[config.mk]
export PLATFORM = sky130hd
export DESIGN_NAME = line_age_tracker
export DESIGN_NICKNAME = d
export VERILOG_FILES = /design/src/rtl/cache_pkg.sv /design/src/rtl/age_set_update.sv /design/src/rtl/line_age_tracker.sv
export SDC_FILE = /design/constraint.sdc
export NUM_CORES = 2
export LEC_CHECK = 0
export BUFFER_PORTS_ARGS = -buffer_cell sky130_fd_sc_hd__buf_2
export CAP_MARGIN = 30
export CORE_MARGIN = 2
export CORE_UTILIZATION = 37
export DETAILED_ROUTE_END_ITERATION = 12
export PLACE_DENSITY_LB_ADDON = 0.15
export SLEW_MARGIN = 25
export SYNTH_ARGS = -nofsm -noshare
export SYNTH_HDL_FRONTEND = slang
export SYNTH_SLANG_ARGS = --single-unit
[constraint.sdc]
create_clock -name clk -period 2.9 [get_ports clk]
set_input_delay 0.145 -clock clk [delete_from_list [all_inputs] [get_ports clk]]
set_output_delay 0.145 -clock clk [all_outputs]
set_load 0.1 [all_outputs]
[src/rtl/cache_pkg.sv]
// Shared types for the line age tracker: age type, saturation limit, flush FSM.
// Optional perf counters in the top are enabled by LINE_AGE_PERF_EN.
package cache_pkg;

    typedef logic [31:0] age_t;

    localparam age_t AGE_MAX = 32'hFFFF_FFFF;

    typedef enum logic [0:0] {
        ST_IDLE  = 1'b0,
        ST_FLUSH = 1'b1
    } flush_st_e;

    function automatic age_t age_inc(input age_t a);
        return (a == AGE_MAX) ? a : a + 32'd1;
    endfunction

endpackage

[src/rtl/age_set_update.sv]
// One set of valid/age state with access, invalidate and flush-clear update.
// Exposes next-state so the top can forward same-cycle updates to lookups.
module age_set_update
    import cache_pkg::*;
#(
    parameter int N_WAYS = 2,
    parameter int N_POW  = 4
) (
    input  logic                    clk,
    input  logic                    rst_n,
    input  logic                    clr_i,
    input  logic                    acc_en_i,
    input  logic                    acc_fill_i,
    input  logic [N_POW-1:0]        acc_way_i,
    input  logic                    inv_en_i,
    input  logic [N_POW-1:0]        inv_way_i,
    output logic [N_WAYS-1:0]       valid_d_o,
    output age_t [N_WAYS-1:0]       age_d_o
);

    logic [N_WAYS-1:0] valid_q, valid_d;
    age_t [N_WAYS-1:0] age_q, age_d;

    always_comb begin
        valid_d = valid_q;
        age_d   = age_q;
        for (int w = 0; w < N_WAYS; w++) begin
            if (clr_i) begin
                valid_d[w] = 1'b0;
                age_d[w]   = '0;
            end else begin
                if (acc_en_i) begin
                    if (acc_way_i == N_POW'(w)) begin
                        age_d[w] = '0;
                        if (acc_fill_i) valid_d[w] = 1'b1;
                    end else if (valid_q[w]) begin
                        age_d[w] = age_inc(age_q[w]);
                    end
                end
                // Invalidate is applied last so it wins over a same-way access.
                if (inv_en_i && (inv_way_i == N_POW'(w))) begin
                    valid_d[w] = 1'b0;
                    age_d[w]   = '0;
                end
            end
        end
    end

    always_ff @(posedge clk or negedge rst_n) begin
        if (!rst_n) begin
            valid_q <= '0;
            age_q   <= '0;
        end else begin
            valid_q <= valid_d;
            age_q   <= age_d;
        end
    end

    assign valid_d_o = valid_d;
    assign age_d_o   = age_d;

endmodule

[src/rtl/line_age_tracker.sv]
// Per-set, per-way valid and age tracking with sequential flush and lookup port.
// Define LINE_AGE_PERF_EN to add hit_cnt/fill_cnt performance counters.
module line_age_tracker
    import cache_pkg::*;
#(
    parameter int N_WAYS   = 2,
    parameter int N_POW    = 4,
    parameter int N_SETS   = 16,
    parameter int SET_BITS = 4
) (
    input  logic                clk,
    input  logic                rst_n,
    input  logic                acc_valid,
    input  logic                acc_fill,
    input  logic [SET_BITS-1:0] acc_set,
    input  logic [N_POW-1:0]    acc_way,
    input  logic                inv_valid,
    input  logic [SET_BITS-1:0] inv_set,
    input  logic [N_POW-1:0]    inv_way,
    input  logic                flush_req,
    output logic                busy,
    input  logic [SET_BITS-1:0] lookup_set,
    output logic                line_empty [N_WAYS],
    output age_t                line_age   [N_WAYS]
`ifdef LINE_AGE_PERF_EN
    ,
    output logic [31:0]         hit_cnt,
    output logic [31:0]         fill_cnt
`endif
);

    flush_st_e           st_q, st_d;
    logic [SET_BITS-1:0] fset_q, fset_d;
    logic                acc_ok, inv_ok;

    logic [N_WAYS-1:0]   set_valid_d [N_SETS];
    age_t [N_WAYS-1:0]   set_age_d   [N_SETS];

    logic                line_empty_q [N_WAYS];
    age_t                line_age_q   [N_WAYS];

    assign busy   = (st_q == ST_FLUSH);
    assign acc_ok = acc_valid && !busy && (int'(acc_way) < N_WAYS);
    assign inv_ok = inv_valid && !busy && (int'(inv_way) < N_WAYS);

    for (genvar s = 0; s < N_SETS; s++) begin : g_set
        age_set_update #(
            .N_WAYS (N_WAYS),
            .N_POW  (N_POW)
        ) u_set (
            .clk        (clk),
            .rst_n      (rst_n),
            .clr_i      (busy && (fset_q == SET_BITS'(s))),
            .acc_en_i   (acc_ok && (acc_set == SET_BITS'(s))),
            .acc_fill_i (acc_fill),
            .acc_way_i  (acc_way),
            .inv_en_i   (inv_ok && (inv_set == SET_BITS'(s))),
            .inv_way_i  (inv_way),
            .valid_d_o  (set_valid_d[s]),
            .age_d_o    (set_age_d[s])
        );
    end

    always_comb begin
        st_d   = st_q;
        fset_d = fset_q;
        unique case (st_q)
            ST_IDLE: begin
                if (flush_req) begin
                    st_d   = ST_FLUSH;
                    fset_d = '0;
                end
            end
            ST_FLUSH: begin
                if (fset_q == SET_BITS'(N_SETS - 1)) st_d = ST_IDLE;
                else fset_d = fset_q + SET_BITS'(1);
            end
            default: st_d = ST_IDLE;
        endcase
    end

    always_ff @(posedge clk or negedge rst_n) begin
        if (!rst_n) begin
            st_q   <= ST_IDLE;
            fset_q <= '0;
        end else begin
            st_q   <= st_d;
            fset_q <= fset_d;
        end
    end

    // Lookup registers sample next-state so same-edge updates are visible.
    always_ff @(posedge clk or negedge rst_n) begin
        if (!rst_n) begin
            for (int i = 0; i < N_WAYS; i++) begin
                line_empty_q[i] <= 1'b1;
                line_age_q[i]   <= '0;
            end
        end else begin
            for (int i = 0; i < N_WAYS; i++) begin
                line_empty_q[i] <= !set_valid_d[lookup_set][i];
                line_age_q[i]   <= set_age_d[lookup_set][i];
            end
        end
    end

    assign line_empty = line_empty_q;
    assign line_age   = line_age_q;

`ifdef LINE_AGE_PERF_EN
    logic [31:0] hit_cnt_q, fill_cnt_q;

    always_ff @(posedge clk or negedge rst_n) begin
        if (!rst_n) begin
            hit_cnt_q  <= '0;
            fill_cnt_q <= '0;
        end else if (acc_ok) begin
            if (acc_fill) fill_cnt_q <= fill_cnt_q + 32'd1;
            else          hit_cnt_q  <= hit_cnt_q + 32'd1;
        end
    end

    assign hit_cnt  = hit_cnt_q;
    assign fill_cnt = fill_cnt_q;
`endif

endmodule

# Word level (Yosys, flattened, before mapping)
# Cells that the tools add are included.
# W data, S select, Z words.
dict set report classes {
  addsub 33
  n_lt_le_gt_ge 3
  eq_ne 81
  muxes 364
  bitwise 2
  reduce_logical 93
}
# operator n
set ops {}
lappend ops {{$mux W32} 192}
lappend ops {{$add A32 B1 Y32 const B} 32}
lappend ops {{$eq A32 B32 Y1 const B} 32}
lappend ops {{$bmux W64 S4} 1}
lappend ops {{$mux W1} 162}
lappend ops {{$mux W64} 2}
lappend ops {{$eq A4 B4 Y1 const B} 24}
lappend ops {{$logic_and A1 B1 Y1} 84}
lappend ops {{$eq A4 B3 Y1 const B} 12}
lappend ops {{$eq A4 B2 Y1 const B} 6}
lappend ops {{$eq A4 B1 Y1 const B} 5}
lappend ops {{$logic_not A4 Y1} 5}
lappend ops {{$bmux W2 S4} 1}
lappend ops {{$lt A4 B2 Y1 const B} 2}
lappend ops {{$mux W4} 2}
lappend ops {{$pmux W4 S2} 1}
lappend ops {{$ge A5 B5 Y1 const B} 1}
lappend ops {{$not A4 Y5} 1}
lappend ops {{$add A4 B1 Y4 const B} 1}
lappend ops {{$mux W2} 2}
lappend ops {{$ne A2 B2 Y1 const B} 2}
lappend ops {{$logic_not A1 Y1} 3}
lappend ops {{$pmux W1 S2} 1}
lappend ops {{$reduce_and A2 Y1} 1}
lappend ops {{$not A1 Y1} 1}
dict set report word_totals {
  reg_bits 1127
  input_bits 26
  word_cells 630
}

# Longest topological paths before layout
dict set report depth {
  depth_word 11
  mapped_depth 13
}

# Modules after synthesis
# Synthesis repeated with hierarchy kept, for this count alone.
dict set report unflattened {
  cells_unflattened 7349
  area_unflattened_um2 71574.9
}
# mod instances cells_per_inst area_per_inst_um2
set modules_own_cells {}
lappend modules_own_cells {{age_set_update (g_set[0].u_set ...)} 11 411 3832.4}
lappend modules_own_cells {{age_set_update (g_set[13].u_set ...)} 4 416 3863.7}
lappend modules_own_cells {line_age_tracker 1 741 10178.5}
lappend modules_own_cells {{age_set_update (g_set[9].u_set)} 1 423 3784.9}

# Least setup slack after synthesis
# Ideal clock, no wire load.
dict set report synth_timing {
  path_kind {reg-to-reg}
  startpoint {register st_q, in the netlist busy}
  endpoint {register line_age_q, in the netlist line_age[63]}
  setup_time_ps 110
  arrival_ps 3544
  t_required_ps 2790
  setup_slack_ps -755
  path_stages_with_launch 10
  cell_sequence {dfrtp_1 -> clkbuf_1 -> or3_1 -> or4_1 -> a2111o_1 -> or4_1 -> a21oi_1 -> o21ai_1 -> or4_1 -> o41ai_1}
}
dict set report synth_via {
  elab_chain_len 10
}
# item line_no
set synth_rtl {}
lappend synth_rtl {{start, declared} line_age_tracker.sv:32} ;# flush_st_e st_q, st_d;
lappend synth_rtl {{start signal, assigned} line_age_tracker.sv:87} ;# st_q <= st_d;
lappend synth_rtl {{$logic_not A1 Y1} {line_age_tracker.sv:43, line_age_tracker.sv:44}}
lappend synth_rtl {{$logic_and A1 B1 Y1 (on tied branches) (2 in series)} {line_age_tracker.sv:43, line_age_tracker.sv:44}}
lappend synth_rtl {{$logic_and A1 B1 Y1 (on tied branches)} {line_age_tracker.sv:54, line_age_tracker.sv:57}}
lappend synth_rtl {{$mux W32 / $logic_and A1 B1 Y1 (equally long branches)} {age_set_update.sv:32, age_set_update.sv:41}}
lappend synth_rtl {{$mux W32} age_set_update.sv:41} ;# if (inv_en_i && (inv_way_i == N_POW'(w))) begin
lappend synth_rtl {{$mux W32} age_set_update.sv:28} ;# if (clr_i) begin
lappend synth_rtl {{$bmux W64 S4 (*)} line_age_tracker.sv:102} ;# line_age_q[i] <= set_age_d[lookup_set][i];
lappend synth_rtl {{$mux W64 (*) (2 in series)} --}
lappend synth_rtl {{end signal, assigned by index} line_age_tracker.sv:102}
lappend synth_rtl {{end, declared} line_age_tracker.sv:40} ;# age_t line_age_q [N_WAYS];
# Every way passes the cells marked *; elsewhere a longest branch is shown, timed or not. The select of a mux whose other input is x is not followed.
# A chain may end at the register's enable or synchronous reset.

# Final worst setup path
# Same ends and word-level chain as after synthesis.

==> results_dict.tcl <==
set metrics [dict create \
    status "finished, violations left" \
    violations "negative setup slack" \
    fp-row-count 157 \
    synth_edf_count 0 \
    syn_nets 7920 \
    grt_usage 0.408 \
    hold_path_class "in -> reg" \
    reg2reg_from "busy" \
    worst_ep_arrival_time_ps 4170 \
    ant_nets 0 \
    die_x_um 434 \
    gp_congestion 1.08 \
    leakagePower_nw 48.3 \
    ys_types 99 \
    grt-ovfl-total 0 \
    cts_sinks 1127 \
    cts_buffer_depth 3 \
    clk_pin_slew_ps 60 \
    worstSetupPathType "reg -> reg" \
    vias_per_cell 5.94 \
    worst_slew_pin_slew_ps 903 \
    core_area_mm2 0.183 \
    design.die.area_mm2 0.188 \
    cp.required_ps 3620 \
    antenna_found_initial 36 \
    post_synth_main_area_contributors "dfrtp_1 41%, nor2_1 6.3%, xnor2_1 5.6%" \
    setup_viol 80 \
    drv_slew 0 \
    clk_latency_ps 840 \
    clock.fmax_mhz 290 \
    hold_path_depth 5 \
    synth_area_mm2 0.0684 \
    die_h_um 434 \
    start_kind "flop" \
    hpwl_mm 313 \
    end_kind "flop" \
    ys_seq_area_frac 0.412 \
    irDropWorstVdd_v 0.000633 \
    power_switching_mw 14.9 \
    detail_route.first_pass.iterations 6 \
    synth_top_area_share 0.411 \
    cts_tree "built" \
    combPwrFrac 0.226 \
    drive_gt1_frac 0.412 \
    reg2reg_depth 9 \
    finalWirelength_mm 393 \
    rsz0062_at_grt "true" \
    grt_pass1_wl_mm 555 \
    p_clk_frac 0.424 \
    layout.nets 11100 \
    hold_end "g_set[1].u_set.valid_q[0]" \
    maxCapViolations 0 \
    r2r_slack_ps -550 \
    num_vias 80800 \
    synth_ff_type "dfrtp_1" \
    seqPwrFrac 0.350 \
    drtIter0Drc 9142 \
    cts_buffers 148 \
    drt-wirelength-per-cell_um 28.9 \
    synth_top_cell_by_area "dfrtp_1" \
    htreeDepth 4 \
    setup_ws_ps -553 \
    layout_min_cycle_time_ps 3450 \
    cts_root_buf "clkbuf_16" \
    ys_async_sr_fraction 1.00 \
    yosysMostFrequentCell "nor2_1" \
    syn_inst 7858 \
    reg2reg_to "line_age[63]" \
    synthToLayoutAreaGrowth_pct 58.7 \
    grt_max_degree 98 \
    internal_power_mw 30.9 \
    pre_cts_slack_ps -1200 \
    synth_area_per_cell_um2 8.71 \
    route.detailed.drc 0 \
    start_util 0.373 \
    maxSlewHeadroom 0.397 \
    whs_ps 61.8 \
    yosys_register_bits 1127 \
    period_share 1.19 \
    portBuffers 92 \
    worstPathMaxFanout 5 \
    p_sw_frac 0.324 \
    hold_violations 0 \
    synth_commonest_cells "1153 x nor2_1, 1125 x dfrtp_1, 571 x nand2_1, 513 x nand4_1, 480 x nand3_1" \
    ys_warn_count 0 \
    pin_count 93 \
    p_per_area_mw_per_mm2 422 \
    finalClockSkew_ps 32.8 \
    grt_pass1_vias 78400 \
    holdCritStartpoint "acc_fill" \
]
stage by stage:
| step | total power, mW | setup TNS [ps] | std cells | util | area (µm²) |
|---|---|---|---|---|---|
| 6_report | 45.8 | -28160 | 13600 | 0.592 | 109000 |
| 5_1_grt | 46.8 | -31990 | 13600 | 0.592 | 109000 |
| 4_1_cts | 45.3 | -19830 | 13500 | 0.572 | 105000 |
| 3_5_place_dp | 25.3 | -50970 | 13100 | 0.520 | 95300 |
| 3_3_place_gp | 25.3 | -50420 | 13100 | 0.520 | 95300 |
| 2_1_floorplan | 19.5 | -31250 | 7858 | - | 68700 |
layout by cell type (no fill, tap or decap), types with 88 or more instances in the layout:
| cell type | n |
|---|---|
| buf_4 | 3018 |
| o221ai_1 | 91 |
| nor4_1 | 127 |
| and2_1 | 91 |
| clkbuf_16 | 153 |
| nor2_1 | 1086 |
| xnor2_1 | 372 |
| buf_6 | 159 |
| dfrtp_1 | 1124 |
| nor3_1 | 248 |
| a21oi_1 | 133 |
| buf_12 | 106 |
| or3_1 | 88 |
| and3_1 | 170 |
| nand2_1 | 545 |
| and4_1 | 137 |
| nand4_1 | 513 |
| nand3_1 | 444 |
| inv_1 | 109 |
| o21ai_0 | 144 |
| xor2_1 | 315 |
worst max-delay path by stage:
stage	startpoint	end	slack [ps]	cells past startpoint
after floorplan	busy	line_age[63]	-380	9
after global placement	acc_way[3]	line_age[24]	-1230	12
after detailed placement	busy	line_age[30]	-1200	12
after CTS	busy	line_age[57]	-470	13
after global routing	busy	line_age[15]	-650	13
final	busy	line_age[63]	-550	9
power by group through the flow:
stage	registers, mW	logic [mW]	clock network (mW)
after floorplan	16.9	2.66	0
after detailed placement	16.3	9.05	0
final	16.0	10.3	19.4
after global routing	16.0	10.6	20.3
after CTS	16.0	9.63	19.6
after global placement	16.3	9.03	0
what timing repair did:
action	4_1_cts	5_1_grt
gates cloned	1	3
gates resized for setup	735	553
pin swaps	262	306
setup endpoints to repair	90	133
hold buffers	5	0
buffers inserted	115	115
hold endpoints to repair	964	0
cells by family after synthesis:
kind of cell	count (synthesis)	share of synthesized area
DFF	1127	0.412
buffers and inverters	512	0.0285
and+or+nand+nor	4027	0.302
adders and majority gates	36	0.00658
AOI/OAI and AO/OA	1286	0.136
xor gates and xnor gates	796	0.102
muxes	74	0.0127
state kept, by name, indices dropped and copies added (netlist names):
| signal | count |
|---|---|
| g_set.u_set.age_q | 1024 |
| fset_q | 4 |
| g_set.u_set.valid_q | 32 |
| line_empty | 2 |
| line_age | 64 |
| busy | 1 |
worst max-delay path: stages (launching register included):
cell	delay [ps]
dfrtp_4	540
buf_6	150
or3_4	380
or4_4	470
a2111o_1	500
or4_4	470
a21oi_4	150
o21ai_2	90
or4_4	540
o41ai_2	70
area by class of cell:
cell class | instances | area [µm²]
diodes | 11 | 27.5
clock buffers | 213 | 4350
clock inverters | 59 | 678
fillers | 16400 | 74900
inverters | 116 | 435
multi-input cells | 6220 | 44500
flip-flops and latches | 1127 | 28200
well taps | 2464 | 3080
repair buffers | 3386 | 27300
layer usage:
metal | GRT usage | wire, µm | vias up
li1 | - | - | 35600
met1 | 0.546 | 162000 | 40300
met2 | 0.604 | 166000 | 3900
met3 | 0.103 | 39100 | 981
met4 | 0.216 | 25800 | 24
met5 | 0.000260 | 167 | -
Note: power is estimated with default switching activity, not from simulation.
